==> src/rtl/sha256_core_ctrl.sv <==
// Sequencer for the SHA-256 message-expansion (rME) and compression rounds.
// Loads 16 words per block, runs 64 rounds, then updates H and chains or finishes.
module sha256_core_ctrl #(
   parameter int unsigned DATA_WIDTH = 32,
   parameter int unsigned LOAD_WORDS = 16,
   parameter int unsigned ROUNDS     = 64,
   parameter int unsigned BLK_CNT_W  = 16
) (
   input  logic                  clk,
   input  logic                  rst,
   input  logic                  start_in,
   input  logic [DATA_WIDTH-1:0] data_in,
   input  logic                  data_valid_in,
   input  logic                  last_in,
   output logic                  data_ready_out,
   output logic [2:0]            FSM_core_out,
   output logic [6:0]            core_count_out,
   output logic [DATA_WIDTH-1:0] data_out,
   output logic                  init_h_out,
   output logic                  round_dv_out,
   output logic                  hv_update_out,
   output logic                  busy_out,
   output logic                  done_out,
   output logic [BLK_CNT_W-1:0]  blk_count_out
);

   // Encodings are the rME FSM_core_in codes, so the state register drives it directly.
   typedef enum logic [2:0] {
      StIdle   = 3'b000,
      StLoad   = 3'b010,
      StRun    = 3'b011,
      StUpdate = 3'b100,
      StDone   = 3'b101
   } state_e;

   state_e                state_q, state_d;
   logic [4:0]            wcnt_q, wcnt_d;
   logic                  last_q, last_d;
   logic [6:0]            count_q, count_d;
   logic [DATA_WIDTH-1:0] data_q, data_d;
   logic [BLK_CNT_W-1:0]  blk_q, blk_d;
   logic                  init_h_q, init_h_d;
   logic                  hv_q, hv_d;
   logic                  done_q, done_d;
   logic                  busy_q, busy_d;
   logic                  accept;

   assign data_ready_out = (state_q == StLoad) && (wcnt_q < 5'(LOAD_WORDS));
   assign accept         = data_ready_out && data_valid_in;

   always_comb begin
      state_d  = state_q;
      wcnt_d   = wcnt_q;
      last_d   = last_q;
      count_d  = count_q;
      data_d   = data_q;
      blk_d    = blk_q;
      init_h_d = 1'b0;
      hv_d     = 1'b0;
      done_d   = 1'b0;
      unique case (state_q)
         StIdle: begin
            if (start_in) begin
               state_d  = StLoad;
               init_h_d = 1'b1;
               blk_d    = '0;
               wcnt_d   = '0;
               count_d  = '0;
               last_d   = 1'b0;
            end
         end
         StLoad: begin
            if (accept) begin
               data_d  = data_in;
               count_d = 7'(wcnt_q);
               wcnt_d  = wcnt_q + 5'd1;
               if (wcnt_q == 5'(LOAD_WORDS - 1)) begin
                  last_d = last_in;
               end
            end else if (wcnt_q == 5'(LOAD_WORDS)) begin
               state_d = StRun;
               count_d = '0;
            end
         end
         StRun: begin
            if (count_q == 7'(ROUNDS - 1)) begin
               state_d = StUpdate;
               hv_d    = 1'b1;
            end else begin
               count_d = count_q + 7'd1;
            end
         end
         StUpdate: begin
            blk_d = blk_q + 1'b1;
            if (last_q) begin
               state_d = StDone;
               done_d  = 1'b1;
            end else begin
               // Chain straight into the next block; H already holds the running digest.
               state_d = StLoad;
               wcnt_d  = '0;
               count_d = '0;
               last_d  = 1'b0;
            end
         end
         StDone: begin
            state_d = StIdle;
         end
         default: begin
            state_d = StIdle;
         end
      endcase
      busy_d = (state_d != StIdle);
   end

   always_ff @(posedge clk or posedge rst) begin
      if (rst) begin
         state_q  <= StIdle;
         wcnt_q   <= '0;
         last_q   <= 1'b0;
         count_q  <= '0;
         data_q   <= '0;
         blk_q    <= '0;
         init_h_q <= 1'b0;
         hv_q     <= 1'b0;
         done_q   <= 1'b0;
         busy_q   <= 1'b0;
      end else begin
         state_q  <= state_d;
         wcnt_q   <= wcnt_d;
         last_q   <= last_d;
         count_q  <= count_d;
         data_q   <= data_d;
         blk_q    <= blk_d;
         init_h_q <= init_h_d;
         hv_q     <= hv_d;
         done_q   <= done_d;
         busy_q   <= busy_d;
      end
   end

   assign FSM_core_out   = state_q;
   assign core_count_out = count_q;
   assign data_out       = data_q;
   assign init_h_out     = init_h_q;
   assign round_dv_out   = (state_q == StRun);
   assign hv_update_out  = hv_q;
   assign busy_out       = busy_q;
   assign done_out       = done_q;
   assign blk_count_out  = blk_q;

endmodule

==> config.mk <==
export PLATFORM = sky130hd
export DESIGN_NAME = sha256_core_ctrl
export DESIGN_NICKNAME = d
export VERILOG_FILES = /design/src/rtl/sha256_core_ctrl.sv
export SDC_FILE = /design/constraint.sdc
export NUM_CORES = 1
export LEC_CHECK = 0
export ABC_AREA = 1
export BUFFER_PORTS_ARGS = -buffer_cell sky130_fd_sc_hd__buf_2
export CORE_ASPECT_RATIO = 2
export CORE_UTILIZATION = 55
export CTS_BUF_LIST = sky130_fd_sc_hd__clkbuf_16
export DETAILED_ROUTE_END_ITERATION = 12
export HOLD_SLACK_MARGIN = 0.03
export PLACE_DENSITY = 0.84
export SETUP_SLACK_MARGIN = 0.1
export SLEW_MARGIN = 25
export SYNTH_ARGS = -nofsm -noshare
export SYNTH_HDL_FRONTEND = slang
export SYNTH_SLANG_ARGS = --single-unit
==> constraint.sdc <==
create_clock -name clk -period 4.19 [get_ports clk]
set_input_delay 0.2095 -clock clk [delete_from_list [all_inputs] [get_ports clk]]
set_output_delay 0.2095 -clock clk [all_outputs]
set_load 0.03 [all_outputs]
==> results.yml, run 1 <==
clocking:
  h-tree-depth: 3
  cts_inserted_buffers: 9
  post-cts-setup-buffers: 0
  insertion_delay_ns: 0.32
  clock_sinks: 68
  cts_resized: 0
  clock_path_buffers: 2
  root_buffer: "clkbuf_16"
  cts_hold_buffers: 1
  cts_tree: "done"
  path_clk_slew_ns: 0.05
yosys:
  synth_edf_count: 0
  synth_area_per_cell_um2: 8.136
  syn_inst: 414
  synth_simple_gate_area_share_pct: 27.90
  synth_top_area_share_pct: 50.52
  syn_nets: 456
  synthTopCellsByArea: "dfrtp_1, nand2_1, inv_1"
  netlist_area_mm2: 0.003368
  muxShareOfSynthArea_pct: 0
  yosysUniqueCellTypes: 34
  synthXorXnorAreaFrac_pct: 0.5201
  synth_compound_area_share_pct: 9.212
  synthTopCellsByCount: "nand2_1, inv_1, dfrtp_1"
  synth_ff_type: "dfrtp_1"
  synth_fa_ha_area_share_pct: 1.857
  yosysTopAreaCell: "dfrtp_1"
  ys_seq_area_share_pct: 50.52
  ys_warn_count: 0
  yosysMostFrequentCell: "nand2_1"
  async_flop_share_pct: 100.0
  synth_seq_cells: 68
  synth_top_family_by_area: "simple AND/OR/NAND/NOR gates"
timing:
  tightest_slew_ns: 0.6878
  slew-limit-headroom_pct: 54.08
  maxSlewViolCount: 0
  min_period_over_period_pct: 50.67
  min_period_ns: 2.123
  rsz0062_at_grt: "false"
  fin_tns_setup_ns: 0
  setup_viol: 0
  finalHoldViolations: 0
  finalClockSkew_ns: 0.003790
  max_freq_mhz: 471.0
floorplan:
  ios: 101
  die_area_mm2: 0.006460
  fp.dieW_um: 57.34
  dieHeight_um: 112.7
  start_util_pct: 56.55
  core_area_mm2: 0.005956
  rows: 40
global_routing:
  grt_first_pass_wirelength_um: 12430
  grt_use_total_pct: 25.23
  antenna_found_initial: 0
  grt_start_max_net_pins: 70
  grt_pass1_vias: 2932
  grt_overflow: 0
route:
  ant_nets: 0
  drc: 3
  wirelength_um: 7416
  routed_via_density: 5.116
  vias: 2998
  wl_per_cell_um: 12.66
  drtIter0Drc: 217
  dr.pass1.iters: 8
worst_setup_path:
  crit_type: "flip-flop to flip-flop"
  crit_path_start_kind: "flip-flop"
  required_ns: 4.41
  crit_fanout: 69
  cp-end-kind: "flip-flop"
  arrival_ns: 2.34
pwr:
  p_leak_nw: 2.332
  ir_drop_mv: 0.4286
  total_power_mw: 2.971
  powerDensity_mw_per_mm2: 716.1
cells_and_area:
  nets: 561
  area_delta_synth_final_pct: 23.18
  antennaDiodeCount: 0
  layout-drive-gt1-share_pct: 25.81
place:
  dp_hpwl_um: 5474
  port_buffers: 100
  gp_congestion: 0.8681
status:
  status: "finished with violations"
  violations: "DRC"
flow_run:
  maxCapViolCount: 0
hold_path:
  worst_hold_path_type: "input pin to flip-flop"
## per-stage QoR
stage,util (%),setup slack [ns],cell area [um2],hold slack (ns),cells
final,69.66,2.067,4149,0.1105,586
after CTS,69.66,2.028,4149,0.1012,586
after detailed placement,65.29,2.046,3889,0.3658,570
after floorplan,-,2.269,3368,0.3427,414
after global routing,69.66,1.837,4149,0.1144,586
after global placement,65.29,2.114,3889,0.3522,570
## power breakdown
part           internal [mW]  leakage [nW]  switching, mW
logic                  0.367          1.33          0.894
clock network          0.385         0.133          0.251
registers              0.886         0.875          0.187
total                   1.64          2.33           1.33
## worst max-delay path, stage by stage, from the launching register on
cell and delay, ns:
dfrtp_1 0.45, inv_2 0.16, nand2_4 0.09, nor2_8 0.16, nand3_4 0.53, nand2_1 0.30, nand2_2 0.14, o21a_1 0.19
## layout by cell type (no fill, tap or decap), types with 2 or more instances in the layout
cell type  synthesis  routed
a21oi_1            2       2
and2_1             2       2
buf_2              2     100
clkbuf_16          0       9
clkinv_1           0       2
clkinv_2           0       2
dfrtp_1           68      68
ha_1               5       5
inv_1             69      70
inv_2              3       4
nand2_1          115     115
nand2_2            2       2
nand3_1           27      27
nand3_2            3       3
nand4_1            7       7
nor2_1            27      27
nor2_4             2       2
nor3_1             5       5
o21ai_0           12      12
o21ai_1           37      37
o21ai_2            3       3
or2_2              4       4
xor2_1             2       2
## cell type report
cell class                      count  area (um2)
Tap cell                           63       78.83
Inverter                           72       270.3
Timing Repair Buffer              102       518.0
Clock inverter                      6       25.02
Sequential cell                    68        1702
Multi-Input combinational cell    266        1330
Clock buffer                        9       225.2
Fill cell                         488        1807
## logic make-up after synthesis
logic type	Yosys count
AO/OA/AOI/OAI	58
XOR/XNOR	2
adder cells (fa/ha/maj)	5
buffers and inverters	80
flip-flops	68
AND/OR/NAND/NOR	201
## worst paths after layout
kind,start,end,slack (ns),depth (start not counted)
worst max-delay path,FSM_core_out[2],wcnt_q[0],2.07,7
max in group asynchronous,rst,core_count_out[0],2.73,4
worst max register to register,FSM_core_out[2],wcnt_q[0],2.07,7
min in group asynchronous,rst,data_out[2],0.54,3
worst min-delay path,data_in[17],data_out[17],0.11,3
worst min register to register,data_out[2],data_out[2],0.49,2
## state kept, by name (all words and copies together) (netlist names)
name / flops
done_out: 1
last_q: 1
hv_update_out: 1
core_count_out: 7
FSM_core_out: 3
data_out: 32
busy_out: 1
wcnt_q: 5
blk_count_out: 16
init_h_out: 1
## layer usage
metal / global-route usage [%] / wire length, um / vias to the layer above
met4: 16.26 / 250 / 0
met2: 44.63 / 3965 / 109
met1: 26.38 / 2864 / 1364
met5: 0 / 0 / -
li1: - / - / 1507
met3: 4.839 / 336 / 18
Note: power is estimated with default switching activity, not from simulation.
==> run 2, diff against run 1 <==
CORE_UTILIZATION = 47   (was 55)
PLACE_DENSITY = 0.77   (was 0.84)
clock period = 1.8 ns   (was 4.19 ns; I/O delays follow)
==> run 2 against run 1 <==
Net effect:
- the run now ends clean
- sequential power is 130% higher
- clock skew up 0.0029 ns
- utilization fell by 1.6 points
- sequential share of layout area decreased by 4.9 points
- critical path depth decreased by 2
- largest power group unchanged
==> results.yml, run 2 (synthesized netlist as in run 1, its figures left out) <==
cells_and_area:
  nets: 601
  layout-drive-gt1-share_pct: 27.66
  layout_common_cells: "nand2_1, buf_2, inv_1"
  area_delta_synth_final_pct: 40.23
  largest_register_ffs: 32
  ff_latch_area_mm2: 0.001705
  multi_input_area_mm2: 0.001350
  fin_util_pct: 68.05
  antennaDiodeCount: 0
  mostFrequentLayoutCell: "nand2_1"
  fill_cells: 531
timing:
  fin_tns_setup_ns: 0
  tightest_slew_ns: 0.3648
  finalClockSkew_ns: 0.006692
  min_period_ns: 1.597
  slew-limit-headroom_pct: 75.68
  setup_viol: 0
  max_freq_mhz: 626.2
  setup_slack_ns: 0.2031
  maxSlewViolCount: 0
  finalHoldViolations: 0
  rsz0062_at_grt: "true"
  min_period_over_period_pct: 88.71
pwr:
  p_leak_nw: 2.537
  ir_drop_mv: 1.138
  powerDensity_mw_per_mm2: 1616
clocking:
  clock_path_buffers: 2
  root_buffer: "clkbuf_16"
  h-tree-depth: 3
  insertion_delay_ns: 0.33
  cts_tree: "done"
  clock_sinks: 68
  path_clk_slew_ns: 0.06
  cts_inserted_buffers: 9
route:
  drc: 0
  dr.pass1.iters: 4
  wl_per_cell_um: 12.90
  vias: 3257
  ant_nets: 0
  routed_via_density: 4.980
  drtIter0Drc: 195
  wirelength_um: 8439
floorplan:
  ios: 101
  rows: 43
  fp.dieW_um: 61.86
  die_area_mm2: 0.007530
  start_util_pct: 48.53
  dieHeight_um: 121.7
  core_area_mm2: 0.006940
worst_setup_path:
  critPathSlowestCell: "dfrtp_2"
  r2r_start: "FSM_core_out[0]"
  worst_path_most_repeated_cell: "inv_2"
  required_ns: 1.71
  cpPeakStageDelay_ns: 0.45
  cp.buffers_inverters: 4
  r2r-end: "blk_count_out[4]"
  crit_type: "flip-flop to output port"
  arrival_ns: 1.51
  cp-end-kind: "output port"
  reg2reg_slack_ns: 0.22
  r2r_cells: 7
  crit_path_start_kind: "flip-flop"
  crit_chain: "inv_2 -> buf_4 -> nand3_2 -> inv_2 -> buf_2"
  crit_family: "buffers and inverters"
  critical_path.startpoint: "FSM_core_out[2]"
  crit_fanout: 6
status:
  status: "finished, final reports clean"
global_routing:
  grt_first_pass_wirelength_um: 13890
  grt_use_total_pct: 25.03
  grt_start_max_net_pins: 69
  globalRoute.busiestLayer: "met2"
  use_met2_pct: 42.94
  antenna_found_initial: 0
  grt_pass1_vias: 3206
  use_met1_pct: 26.15
  grt_overflow: 0
  met3_usage_pct: 7.537
place:
  dp_hpwl_um: 5582
  post-place-ws_ns: 0.1382
  port_buffers: 100
  gp_congestion: 0.9383
hold_path:
  worst_hold_path_type: "input pin to flip-flop"
  whs_path_depth: 3
  worstHoldStart: "start_in"
  min_delay_worst_endpoint: "init_h_out"
flow_run:
  maxCapViolCount: 0
-- run 2: changes by cell type in the layout (fill, tap and decap cells not counted), moves of 3 or more --
| cell | change |
|---|---|
| nor2_2 | +5 |
| dlygate4sd3_1 | +33 |
| buf_4 | +5 |
| dfrtp_1 | -3 |
| nor2_1 | -5 |
| dfrtp_2 | +3 |
| buf_12 | +3 |
| bufinv_16 | +3 |
-- run 2: how the worst max path moves through the flow --
stage / to / slack (ns) / cells past startpoint
after floorplan: blk_count_out[14] / 0.12 / 8
after global placement: core_count_out[6] / 0.20 / 8
after detailed placement: core_count_out[5] / 0.14 / 7
after CTS: data_ready_out / 0.14 / 6
after global routing: busy_out / 0.08 / 6
final: round_dv_out / 0.20 / 5
-- run 2: worst reg2reg max path, stage by stage (launching register included) --
cell	delay [ns]
dfrtp_1	0.54
inv_1	0.10
nand2_2	0.17
nor2_4	0.07
buf_12	0.15
nor2_4	0.16
inv_1	0.11
o21ai_1	0.20
-- run 2: metrics by stage --
stage | area, um2 | total power, mW | hold WS, ns | instances
final | 4723 | 7.631 | 0.09451 | 654
after global routing | 4723 | 8.106 | 0.1072 | 654
after CTS | 4679 | 7.605 | 0.07421 | 651
after detailed placement | 3981 | 5.510 | 0.2216 | 599
after global placement | 3981 | 5.429 | 0.2155 | 599
after floorplan | 3374 | 4.673 | 0.2232 | 414
-- run 2: area by class of cell --
class | instances | area share, %
flip-flops and latches | 68 | 36.11
multi-input cells | 266 | 28.58
repair buffers | 142 | 19.92
inverters | 72 | 5.801
clock buffers | 9 | 4.768
clock inverters | 7 | 2.437
well taps | 90 | 2.384
-- run 2: power breakdown --
group	switching, mW	internal (mW)
combinational	2.16	0.993
sequential	0.435	2.06
clock	0.640	1.35
-- run 2: layer usage --
layer,up-vias,wire (um)
met1,1523,3218
met5,-,0
met2,120,4536
met3,21,454
met4,0,230
li1,1593,-
-- run 2: timing repair --
action / 4_1_cts / 5_1_grt
setup endpoints to repair: 1 / 14
hold endpoints to repair: 101 / 0
pin swaps: 0 / 1
resized for setup: 1 / 9
hold buffers: 34 / 0
setup buffers: 2 / 3
